===== config.mk =====
export PLATFORM = sky130hd
export DESIGN_NAME = xgmii_term_detect
export DESIGN_NICKNAME = d
export VERILOG_FILES = /design/src/rtl/xgmii_rx_checker_pkg.sv /design/src/rtl/xgmii_term_detect.sv
export SDC_FILE = /design/constraint.sdc
export NUM_CORES = 1
export LEC_CHECK = 0
export BUFFER_PORTS_ARGS = -buffer_cell sky130_fd_sc_hd__buf_4
export CAP_MARGIN = 40
export CORE_ASPECT_RATIO = 0.9
export CORE_MARGIN = 2
export CORE_UTILIZATION = 25
export DETAILED_ROUTE_END_ITERATION = 10
export PLACE_DENSITY_LB_ADDON = 0.08
export SYNTH_ARGS = -nofsm -noshare
export SYNTH_HDL_FRONTEND = slang
export SYNTH_SLANG_ARGS = --single-unit
export TNS_END_PERCENT = 10

===== constraint.sdc =====
create_clock -name vclk -period 5.6
set_clock_uncertainty 0.2 [all_clocks]
set_input_delay 1.4 -clock vclk [all_inputs]
set_output_delay 1.4 -clock vclk [all_outputs]
set_load 0.05 [all_outputs]

===== src/rtl/xgmii_rx_checker_pkg.sv =====
// Shared XGMII control characters, header constants, checker FSM encodings and a lane helper.
package xgmii_rx_checker_pkg;

  localparam logic [7:0]  XGMII_START    = 8'hFB;
  localparam logic [7:0]  XGMII_TERM     = 8'hFD;
  localparam logic [7:0]  XGMII_ERR      = 8'hFE;
  localparam logic [7:0]  XGMII_IDLE     = 8'h07;
  localparam logic [15:0] ETHERTYPE_IPV4 = 16'h0800;
  localparam logic [7:0]  IPV4_VER_IHL   = 8'h45;
  localparam logic [7:0]  IP_PROTO_UDP   = 8'h11;

  localparam logic [1:0] ST_IDLE = 2'd0;
  localparam logic [1:0] ST_HDR  = 2'd1;
  localparam logic [1:0] ST_PAY  = 2'd2;
  localparam logic [1:0] ST_DROP = 2'd3;

  // Lane 0 is the first byte on the wire.
  function automatic logic [7:0] lane_byte(input logic [63:0] word, input int lane);
    return word[8*lane +: 8];
  endfunction

endpackage


===== src/rtl/xgmii_term_detect.sv =====
// Combinational scan of one XGMII word: lowest terminate lane, error chars, stray control chars.
// Zero latency; no backpressure.
module xgmii_term_detect
  import xgmii_rx_checker_pkg::*;
(
  input  logic [63:0] rxd,
  input  logic [7:0]  rxc,
  output logic        term_valid,
  output logic [2:0]  term_lane,
  output logic        err_char,
  output logic        bad_ctrl
);

  always_comb begin
    term_valid = 1'b0;
    term_lane  = 3'd0;
    err_char   = 1'b0;
    bad_ctrl   = 1'b0;
    for (int i = 0; i < 8; i++) begin
      if (rxc[i]) begin
        if (lane_byte(rxd, i) == XGMII_ERR) err_char = 1'b1;
        // Only control bytes ahead of the terminate belong to the frame.
        if (!term_valid) begin
          if (lane_byte(rxd, i) == XGMII_TERM) begin
            term_valid = 1'b1;
            term_lane  = 3'(i);
          end else if (lane_byte(rxd, i) != XGMII_IDLE) begin
            bad_ctrl = 1'b1;
          end
        end
      end
    end
  end

endmodule


Word level (Yosys, flattened, before mapping):

Cells that the tools add are included.

* output and inout port bits: 6
* flip-flop bits (word level): 0
* word-level logic and storage cells: 115
* input bits: 72

* equality and inequality tests: 24
* mux-type cells: 91

Operators by type and width (number)
* 8-bit equality test (second input constant): 16
* 1-bit two-way mux: 73
* 8-bit by 3-bit != test with 1-bit output (second input constant): 8
* 3-bit two-way mux: 18

Logic depth before layout (Yosys ltp):

* depth in word-level cells: 32
* mapped depth: 6
* depth with buffers taken out: 6

Worst setup path after synthesis:

No wires, ideal clock.

* path kind: input to output
* start: input rxd[62]
* end: output bad_ctrl
* path slack: 0.942 ns
* required time: 4.000 ns
* stages: 6
* buffers on the path: 0
* arrival: 3.058 ns
* cell sequence: and4_1 and3b_1 o211a_1 o311ai_1 a222oi_1 o2bb2ai_1

* longest elaborated chain between the ends: 5
* elaborated cells between the ends (all ways): 6
* classes of those cells: eq/ne (2); mux (4)

Ends and longest elaborated chain
* from (decl): RTL line xgmii_term_detect.sv:6 `input logic [63:0] rxd,`
* 8-bit by 3-bit != test with 1-bit output: RTL line xgmii_term_detect.sv:27 `end else if (lane_byte(rxd, i) != XGMII_IDLE) begin`
* 1-bit two-way mux: RTL line xgmii_term_detect.sv:27
* 1-bit two-way mux (*): RTL line xgmii_term_detect.sv:24 `if (lane_byte(rxd, i) == XGMII_TERM) begin`
* 1-bit two-way mux (*): RTL line xgmii_term_detect.sv:23 `if (!term_valid) begin`
* 1-bit two-way mux (*): RTL line xgmii_term_detect.sv:20 `if (rxc[i]) begin`
* to (decl): RTL line xgmii_term_detect.sv:11 `output logic bad_ctrl`

Mark *: on every way between the ends. The rest lies on a longest branch, timed or not.

Final worst setup path:

* start: input rxd[59]
* end: output bad_ctrl

Same word-level chain as after synthesis.

==> impl_metrics.toml <==
[status]
status = "finished, final reports clean"

[synthesis]
yosysTopAreaCell = "nand4_1"
yosysSeqAreaShare = 0
syn_nets = 168
syn_area_um2 = 599
synth_top_area_share = 0.125
yosysWarnings = 0
synth_cell_types = 29
syn-instance-count = 96
synthTopCellsByArea = "nand4_1 (13%), nand3_1 (7.5%), nor4_1 (7.3%)"
avgSynthCellArea_um2 = 6.24

[critical_path]
required_ns = 4.00
cp_top_family = "simple AND/OR/NAND/NOR gates"
critPathKind = "in2out"
crit_arrival_ns = 3.01
critical_path.startpoint = "rxd[59]"
cp_common_cell = "buf_4"
start_kind = "input pin"
critPathMaxFanout = 3
slowest_delay_ns = 0.53
critPathCaptureType = "primary output"
crit_end = "bad_ctrl"
critical_path_depth = 8
crit_chain = "buf_4, or4b_1, nor3_2, o211a_1, o311ai_1, a222oi_1, o2bb2ai_1, buf_4"
crit_slowest_cell = "or4b_1"
path_buf_inv = 2

[power_and_ir_drop]
total_power_mw = 0.0610
power.net_switching_mw = 0.0221
p_int_mw = 0.0389
switching_share = 0.362
p_comb_frac = 1.000
p_leak_nw = 0.571
power_per_cell_area_mw_per_mm2 = 50.1
pwr-share-clk = 0
ir_worst_vdd_uv = 29.3
pwr-share-seq = 0

[sta]
slew_headroom = 0.630
fmax_ghz = 0.217
setup_tns_ns = 0
period_needed_ns = 4.61
rsz0062_at_grt = "no"
whs_ns = 3.11
tightest_slew_ns = 0.547
finalCritPeriodShare = 0.823
hold_viol_final = 0
final-setup-viol-count = 0
finalMaxSlewViolations = 0

[global_route]
grt_max_degree = 5
grtUsageTotal = 0.170
overflow = 0
grt_pass1_vias = 1000
antenna_found_initial = 0
grt_pass1_wl_um = 4040

[clock_network]
ctsHoldBuffers = 0
cts.repair.resized = 0
post_cts_buffers = 0

[cells_and_area]
seqCellArea_um2 = 0
layout_commonest_cell = "buf_4"
final_nets = 248
instances_no_fill = 201
antenna_cells = 0
final_cell_mix = "buf_4 (78), nand4_1 (12), nand3_1 (9), nand2_1 (8)"
seq_cell_count = 0
layout-drive-gt1-share = 0.460
syn_to_final_growth_pct = 103
clkbuf_count = 0
fillCellCount = 219
fin_area_mm2 = 0.00122

[floorplanning]
std_cell_rows = 16
start_util = 0.270
dieArea_mm2 = 0.00281
core_area_mm2 = 0.00222
io_pins = 78
die_x_um = 55.6
fp.dieH_um = 50.5

[place]
gp_congestion = 0.846
io_buffers = 78
dp.cells = 201
dpl-instance-area_mm2 = 0.00122
dp_hpwl_um = 2210

[drt]
first_pass_iters = 4
num_vias = 1071
vias_per_cell = 5.33
detail_route.wl_per_cell_um = 12.0
drc = 0
wl_um = 2410
antenna_left = 0
dr.first_iter.drc_count = 42

[flow_run]
drv_cap = 0

[min_path]
hp-class = "in2out"
==> area by class of cell <==
class | count | area (um^2) | area share
timing repair buffer | 78 | 586 | 0.480
tap | 27 | 33.8 | 0.0277
inverter | 7 | 26.3 | 0.0216
multi-input combinational | 89 | 573 | 0.470
==> power by group through the flow <==
stage	sequential (mW)	clock (mW)	combinational (mW)
2_1_floorplan	0	0	0.0123
3_3_place_gp	0	0	0.0593
3_5_place_dp	0	0	0.0610
4_1_cts	0	0	0.0611
5_1_grt	0	0	0.0671
6_report	0	0	0.0610
==> per-layer routing <==
layer  track usage  vias up  routed length (um)
met5             0        -                   0
met4             0        0                   0
met3        0.0155        0                 175
met2         0.331       40                1230
met1         0.214      468                1010
li1              -      563                   -
==> synth_stat cells <==
cell type   n
o21ai_0     3
nor4_1      7
a21oi_1     5
or4_1       4
and4_1      2
or4b_1      2
nand2_1     8
o211a_1     2
o31ai_1     1
nand4_1    12
nand3_1     9
nor2_1      5
a22oi_1     1
o41ai_1     2
inv_1       7
and3b_1     1
nand3b_1    5
o311ai_1    1
o211ai_1    1
a222oi_1    1
o2bb2ai_1   1
nor3b_1     2
nor4b_1     3
nor3_1      3
nor3_2      2
nand4b_1    1
and3_1      1
o32ai_1     1
nor2b_1     3
==> how the worst min path moves through the flow <==
| stage | startpoint | endpoint | slack [ns] | cells after the start |
|---|---|---|---|---|
| 2_1_floorplan | rxd[8] | term_lane[1] | 2.95 | 3 |
| 3_3_place_gp | rxd[8] | term_lane[1] | 3.10 | 5 |
| 3_5_place_dp | rxd[8] | term_lane[1] | 3.11 | 5 |
| 4_1_cts | rxd[8] | term_lane[1] | 3.11 | 5 |
| 5_1_grt | rxc[0] | bad_ctrl | 3.16 | 5 |
| 6_report | rxd[8] | term_lane[1] | 3.11 | 5 |
==> tightest hold or removal path, stage by stage <==
cell and delay, ns:
buf_4 0.09, nand4_1 0.11, nand2_1 0.09, a21oi_1 0.04, buf_4 0.18
==> logic make-up after synthesis <==
group | count (synthesis) | share of synthesized area
AO/OA/AOI/OAI | 19 | 0.228
AND/OR/NAND/NOR | 70 | 0.729
buffers and inverters | 7 | 0.0438
==> through the flow <==
| step | utilization | setup WS [ns] |
|---|---|---|
| 4_1_cts | 0.548 | 0.960 |
| 2_1_floorplan | - | 0.942 |
| 3_3_place_gp | 0.548 | 1.01 |
| 3_5_place_dp | 0.548 | 0.967 |
| 5_1_grt | 0.548 | 0.830 |
| 6_report | 0.548 | 0.993 |
(Power assumes the default switching activity.)
